<file path="src/rtl/crypt_pkg.sv">
// Shared definitions for the encrypter datapath.
// Holds the default word widths, the largest supported modulus length, the
// encrypter_out FSM state encoding and the modulus-length clamp helper.
package crypt_pkg;

   localparam int unsigned DefDataW = 32;
   localparam int unsigned DefByteW = 8;
   localparam int unsigned MaxNlen  = 32;

   typedef enum logic [2:0] {
      StIdle     = 3'd0,
      StWaitBlk  = 3'd1,
      StShift    = 3'd2,
      StSend     = 3'd3,
      StFlush    = 3'd4,
      StSendLast = 3'd5
   } enc_out_state_e;

   // Out-of-range modulus lengths (0 or above MaxNlen) fall back to MaxNlen.
   function automatic logic [5:0] clamp_nlen(input logic [7:0] n);
      if (n == 8'd0 || n > 8'(MaxNlen)) begin
         return 6'(MaxNlen);
      end
      return n[5:0];
   endfunction

endpackage

</file>
<file path="src/rtl/bit_byte_packer.sv">
// Shift-in register that assembles a serial bit stream into bytes.
// Bits enter at the MSB and move toward bit 0, so the first bit pushed after a
// clear ends up in bit 0 once the byte is full.
// Ports:
//   clk, rst_n  clock and synchronous active-low reset
//   clear_i     empty the byte and reset the count (highest priority)
//   push_i      shift bit_i in
//   bit_i       data bit for push_i
//   pad_i       shift a zero in (used to finish a partial byte)
//   byte_o      current byte contents
//   cnt_o       number of bits held, 0..BYTE_W
//   full_o      cnt_o == BYTE_W
module bit_byte_packer #(
   parameter int unsigned BYTE_W = 8,
   parameter int unsigned CNT_W  = 4
) (
   input  logic              clk,
   input  logic              rst_n,
   input  logic              clear_i,
   input  logic              push_i,
   input  logic              bit_i,
   input  logic              pad_i,
   output logic [BYTE_W-1:0] byte_o,
   output logic [CNT_W-1:0]  cnt_o,
   output logic              full_o
);

   logic [BYTE_W-1:0] buf_q, buf_d;
   logic [CNT_W-1:0]  cnt_q, cnt_d;

   always_comb begin
      buf_d = buf_q;
      cnt_d = cnt_q;
      if (clear_i) begin
         buf_d = '0;
         cnt_d = '0;
      end else if (push_i) begin
         buf_d = {bit_i, buf_q[BYTE_W-1:1]};
         cnt_d = cnt_q + 1'b1;
      end else if (pad_i) begin
         buf_d = {1'b0, buf_q[BYTE_W-1:1]};
         cnt_d = cnt_q + 1'b1;
      end
   end

   always_ff @(posedge clk) begin
      if (!rst_n) begin
         buf_q <= '0;
         cnt_q <= '0;
      end else begin
         buf_q <= buf_d;
         cnt_q <= cnt_d;
      end
   end

   assign byte_o = buf_q;
   assign cnt_o  = cnt_q;
   assign full_o = (cnt_q == CNT_W'(BYTE_W));

endmodule

</file>
<file path="src/rtl/encrypter_out.sv">
// Ciphertext output serializer: takes n_len-bit blocks from the modular
// exponentiation unit, streams them LSB-first and repacks the stream into bytes
// for the UART transmitter. On end-of-transmission a partial byte is zero-padded
// and sent, then done pulses.
// Ports:
//   clk, rst_n    clock and synchronous active-low reset
//   start_in      begin a session, latching n_len_in (0 or >32 means 32)
//   fme_done      fme_data_out holds a new ciphertext block
//   eot_in        no further blocks this session
//   tx_busy       UART busy; tx_start is never raised while it is high
//   tx_start      tx_data is a new byte (one cycle)
//   tx_data       byte to transmit, held until the next tx_start
//   busy          session in progress
//   done          one-cycle pulse once the final byte has been handed over
//   overrun       (ENC_OUT_OVERRUN_EN only) sticky: a block arrived while not
//                 waiting for one and was dropped; cleared by start_in
// Optional feature macro: ENC_OUT_OVERRUN_EN
module encrypter_out
   import crypt_pkg::*;
#(
   parameter int unsigned DATA_W = DefDataW,
   parameter int unsigned BYTE_W = DefByteW
) (
   input  logic              clk,
   input  logic              rst_n,
   input  logic              start_in,
   input  logic [7:0]        n_len_in,
   input  logic              fme_done,
   input  logic [DATA_W-1:0] fme_data_out,
   input  logic              eot_in,
   input  logic              tx_busy,
   output logic              tx_start,
   output logic [BYTE_W-1:0] tx_data,
   output logic              busy,
`ifdef ENC_OUT_OVERRUN_EN
   output logic              overrun,
`endif
   output logic              done
);

   localparam int unsigned CntW = 4;
   localparam logic [CntW-1:0] LastBit = CntW'(BYTE_W - 1);

   enc_out_state_e    state_q, state_d;
   logic [5:0]        n_len_q, n_len_d;
   logic [DATA_W-1:0] blk_q, blk_d;
   logic [5:0]        blk_cnt_q, blk_cnt_d;
   logic              eot_seen_q, eot_seen_d;
   logic              done_q, done_d;
   logic [BYTE_W-1:0] tx_data_q;

   logic              pk_clear, pk_push, pk_pad, pk_full;
   logic [BYTE_W-1:0] pk_byte;
   logic [CntW-1:0]   pk_cnt;

   bit_byte_packer #(
      .BYTE_W (BYTE_W),
      .CNT_W  (CntW)
   ) u_packer (
      .clk     (clk),
      .rst_n   (rst_n),
      .clear_i (pk_clear),
      .push_i  (pk_push),
      .bit_i   (blk_q[0]),
      .pad_i   (pk_pad),
      .byte_o  (pk_byte),
      .cnt_o   (pk_cnt),
      .full_o  (pk_full)
   );

   always_comb begin
      state_d    = state_q;
      n_len_d    = n_len_q;
      blk_d      = blk_q;
      blk_cnt_d  = blk_cnt_q;
      eot_seen_d = eot_seen_q;
      done_d     = 1'b0;
      pk_clear   = 1'b0;
      pk_push    = 1'b0;
      pk_pad     = 1'b0;
      tx_start   = 1'b0;

      if (state_q != StIdle && eot_in) begin
         eot_seen_d = 1'b1;
      end

      case (state_q)
         StIdle: begin
            if (start_in) begin
               n_len_d    = clamp_nlen(n_len_in);
               eot_seen_d = 1'b0;
               pk_clear   = 1'b1;
               state_d    = StWaitBlk;
            end
         end
         StWaitBlk: begin
            // A block wins over a same-cycle eot; eot_seen is still recorded.
            if (fme_done) begin
               blk_d     = fme_data_out;
               blk_cnt_d = n_len_q;
               state_d   = StShift;
            end else if (eot_seen_q) begin
               state_d = StFlush;
            end
         end
         StShift: begin
            pk_push   = 1'b1;
            blk_d     = blk_q >> 1;
            blk_cnt_d = blk_cnt_q - 6'd1;
            if (pk_cnt == LastBit) begin
               state_d = StSend;
            end else if (blk_cnt_q == 6'd1) begin
               state_d = StWaitBlk;
            end
         end
         StSend: begin
            if (!tx_busy) begin
               tx_start = 1'b1;
               pk_clear = 1'b1;
               state_d  = (blk_cnt_q != 6'd0) ? StShift : StWaitBlk;
            end
         end
         StFlush: begin
            if (pk_cnt == '0) begin
               done_d  = 1'b1;
               state_d = StIdle;
            end else begin
               pk_pad = 1'b1;
               if (pk_cnt == LastBit) begin
                  state_d = StSendLast;
               end
            end
         end
         StSendLast: begin
            if (!tx_busy) begin
               tx_start = 1'b1;
               pk_clear = 1'b1;
               done_d   = 1'b1;
               state_d  = StIdle;
            end
         end
         default: state_d = StIdle;
      endcase
   end

   always_ff @(posedge clk) begin
      if (!rst_n) begin
         state_q    <= StIdle;
         n_len_q    <= '0;
         blk_q      <= '0;
         blk_cnt_q  <= '0;
         eot_seen_q <= 1'b0;
         done_q     <= 1'b0;
         tx_data_q  <= '0;
      end else begin
         state_q    <= state_d;
         n_len_q    <= n_len_d;
         blk_q      <= blk_d;
         blk_cnt_q  <= blk_cnt_d;
         eot_seen_q <= eot_seen_d;
         done_q     <= done_d;
         if (tx_start) begin
            tx_data_q <= pk_byte;
         end
      end
   end

   // Present the byte combinationally on the handshake cycle, then hold it.
   assign tx_data = tx_start ? pk_byte : tx_data_q;
   assign busy    = (state_q != StIdle);
   assign done    = done_q;

`ifdef ENC_OUT_OVERRUN_EN
   logic overrun_q;

   always_ff @(posedge clk) begin
      if (!rst_n) begin
         overrun_q <= 1'b0;
      end else if (state_q == StIdle && start_in) begin
         overrun_q <= 1'b0;
      end else if (fme_done && state_q != StWaitBlk) begin
         overrun_q <= 1'b1;
      end
   end

   assign overrun = overrun_q;
`endif

   logic unused_full;
   assign unused_full = pk_full;

endmodule

</file>
<file path="config.mk">
export PLATFORM = sky130hd
export DESIGN_NAME = encrypter_out
export DESIGN_NICKNAME = d
export VERILOG_FILES = /design/src/rtl/crypt_pkg.sv /design/src/rtl/bit_byte_packer.sv /design/src/rtl/encrypter_out.sv
export SDC_FILE = /design/constraint.sdc
export NUM_CORES = 1
export LEC_CHECK = 0
export ABC_CLOCK_PERIOD_IN_PS = 2390
export BUFFER_PORTS_ARGS = -buffer_cell sky130_fd_sc_hd__buf_2
export CAP_MARGIN = 40
export CORE_UTILIZATION = 55
export CTS_CLUSTER_SIZE = 24
export DETAILED_ROUTE_END_ITERATION = 12
export PLACE_DENSITY_LB_ADDON = 0.3
export RECOVER_POWER = 100
export SETUP_SLACK_MARGIN = 0.15
export SLEW_MARGIN = 15
export SYNTH_ARGS = -nofsm -noshare
export SYNTH_HDL_FRONTEND = slang
export SYNTH_SLANG_ARGS = --single-unit
</file>
<file path="constraint.sdc">
create_clock -name clk -period 2.39 [get_ports clk]
set_input_delay 0.478 -clock clk [delete_from_list [all_inputs] [get_ports clk]]
set_output_delay 0.478 -clock clk [all_outputs]
set_load 0.01 [all_outputs]
</file>
==> flow_metrics.env <==
export IMPL_setup_violations=0
export IMPL_layout_min_cycle_time_ns=2.10
export IMPL_synth_largest_area_cell="dfxtp_1"
export IMPL_numCtsBuffers=9
export IMPL_area_growth_pct=18.4
export IMPL_power_frac_clock=0.251
export IMPL_die_h_um=75.8
export IMPL_path_class="reg -> out"
export IMPL_postSynthAreaPerCell_um2=8.98
export IMPL_required_ns=1.91
export IMPL_syn_inst=333
export IMPL_drt_vias_per_instance=5.66
export IMPL_async_reset_ff_frac=0
export IMPL_drtIter0Drc=210
export IMPL_clock_latency_ns=0.35
export IMPL_power_switching_w=0.00141
export IMPL_rsz0062_at_grt="false"
export IMPL_ys_seq_elements=69
export IMPL_crit_buf_inv=2
export IMPL_cp_data_arrival_time_ns=1.62
export IMPL_timing_fmax_mhz=477
export IMPL_synth_top_cell_area_share=0.462
export IMPL_status="finished, final reports clean"
export IMPL_clock_sinks=69
export IMPL_nets=440
export IMPL_start_util=0.578
export IMPL_setup_tns_final_ns=0
export IMPL_slew_headroom=0.630
export IMPL_combPwrFrac=0.326
export IMPL_cellLeakagePower_nw=1.45
export IMPL_antenna_cells=0
export IMPL_wl_um=6520
export IMPL_cts_setup_buffers=0
export IMPL_grt_use_total=0.247
export IMPL_clkTransAtPathRegs_ns=0.07
export IMPL_layout_drive_gt1_share=0.220
export IMPL_worstMarginPinSlew_ns=0.555
export IMPL_drc=0
export IMPL_seqPwrFrac=0.422
export IMPL_switching_share=0.357
export IMPL_grt_max_degree=42
export IMPL_post_route_period_util=0.877
export IMPL_hold_viol=0
export IMPL_ir_drop_v=0.000702
export IMPL_cpMaxStageDelayCell="mux2_2"
export IMPL_synth_edf_count=0
export IMPL_clockBufferDepth=2
export IMPL_critPathTopFamily="multiplexers"
export IMPL_skew_ns=0.00521
export IMPL_ys_types=47
export IMPL_slew_violations=0
export IMPL_critPathLaunchType="flip-flop"
export IMPL_final_cells=465
export IMPL_tritoncts="built"
export IMPL_cap_violations=0
export IMPL_powerDensity_nw_per_um2=1110
export IMPL_ant_nets=0
export IMPL_ios=57
export IMPL_dp_cells=449
export IMPL_synthTopCellsByArea="dfxtp_1 46%, nor2_1 9.3%, o221ai_1 8.5%"
export IMPL_ys_seq_area_frac=0.462
export IMPL_max_stage_delay_ns=0.36
export IMPL_coreArea_um2=5170
export IMPL_dieWidth_um=75.8
export IMPL_grt_pass1_vias=2318
export IMPL_num_rows=26
export IMPL_placedInstanceArea_um2=3370
export IMPL_globalplace_congestion=0.825
export IMPL_fin_area_um2=3540
export IMPL_vias=2633
export IMPL_ys_top_cells_by_count="74 x nor2_1, 69 x dfxtp_1, 29 x o221ai_1"
export IMPL_crit_fanout=10
export IMPL_cp_cell_sequence="xor2_1 > nand3b_1 > buf_4 > mux2_2 > clkbuf_1"
export IMPL_p_int_w=0.00254
export IMPL_cts_resized_gates=0
export IMPL_cts_hold_buf=0
export IMPL_numPortBuffers=56
export IMPL_syn_nets=383
export IMPL_grt_pass1_wl_um=10600
export IMPL_htreeDepth=3
export IMPL_antenna_found_initial=0
export IMPL_yosysWarnings=0
export IMPL_clock_root_buffer="clkbuf_8"
export IMPL_routedWlPerCell_um=14.0
export IMPL_grt_ovfl_total=0
export IMPL_hpwlAfterDp_um=4400
export IMPL_endpoint_kind="output port"
export IMPL_first_pass_iters=4
export IMPL_hp_class="in -> reg"
export IMPL_die_area_um2=5740
export IMPL_syn_area_um2=2990
export IMPL_synth_flop_cell="dfxtp_1"
export IMPL_yosysMostFrequentCell="nor2_1"
export IMPL_rrSetupSlack_ns=0.33
[sequential cells by signal (all words and copies together), names as in the netlist]
register	count
n_len_q	6
tx_data_q	8
u_packer.byte_o	8
blk_q	32
u_packer.cnt_o	4
blk_cnt_q	6
eot_seen_q	1
done	1
state_q	3
[placed cells by master (no fill, tap or decap), drive strengths merged, types with 2 or more instances in the layout]
cell      instances
a21oi            15
a22o              5
a22oi             4
a311oi            3
a31oi             5
a32oi             2
a41oi             2
and2              8
and3b             2
buf              57
clkbuf           26
clkinvlp          2
dfxtp            69
ha                4
inv              11
mux2              9
mux2i             8
nand2             7
nand3             4
nand3b            3
nor2             74
nor3              8
nor3b             4
nor4              3
o21ai             8
o221ai           29
or3               3
or3b              2
[final timing paths]
path,from,to,cells after the start
max,state_q[1],tx_data[2],5
min,n_len_in[2],n_len_q[2],2
max reg2reg,state_q[0],blk_cnt_q[4],6
min reg2reg,blk_q[9],blk_q[9],2
[layout make-up]
type | count | area (um^2)
fill | 455 | 1630
multi-input combinational | 228 | 1450
sequential | 69 | 1380
timing repair buffer | 73 | 377
clock buffer | 10 | 138
tap | 70 | 87.6
clock inverter | 6 | 70.1
inverter | 9 | 33.8
[power by group through the flow]
| stage | Clock (W) | Combinational, W | Sequential, W |
|---|---|---|---|
| CTS | 0.00101 | 0.00130 | 0.00166 |
| global route | 0.00105 | 0.00145 | 0.00171 |
| detailed placement | 0 | 0.00130 | 0.00168 |
| global placement | 0 | 0.00126 | 0.00167 |
| finish | 0.000990 | 0.00129 | 0.00166 |
| floorplan | 0 | 0.000993 | 0.00162 |
[metal layers]
metal  vias to the layer above  GRT usage  share of wire
met4                         0     0.0782          0.012
met3                         9     0.0833          0.050
met5                         -          0              0
met1                      1220      0.316           0.48
li1                       1332          -              -
met2                        72      0.393           0.46
[logic make-up (layout without fill, tap and decap cells)]
kind of cell,Yosys count,after routing,synth area share
AO/OA/AOI/OAI,80,80,0.202
XOR/XNOR,2,2,0.00586
adder cells (fa/ha/maj),4,4,0.0167
buffers and inverters,36,98,0.0506
flip-flops,69,69,0.462
multiplexers,17,17,0.0606
AND/OR/NAND/NOR,125,125,0.202
[metrics by stage]
step            util  hold slack, ns  power (W)  setup WS (ns)
4_1_cts        0.692           0.346    0.00397          0.274
5_1_grt        0.685           0.341    0.00420          0.133
3_5_place_dp   0.651           0.448    0.00298          0.509
3_3_place_gp   0.651           0.446    0.00293          0.562
2_1_floorplan      -           0.436    0.00262          0.611
6_report       0.685           0.358    0.00394          0.293
No activity file was read; power rests on OpenSTA's default activity.
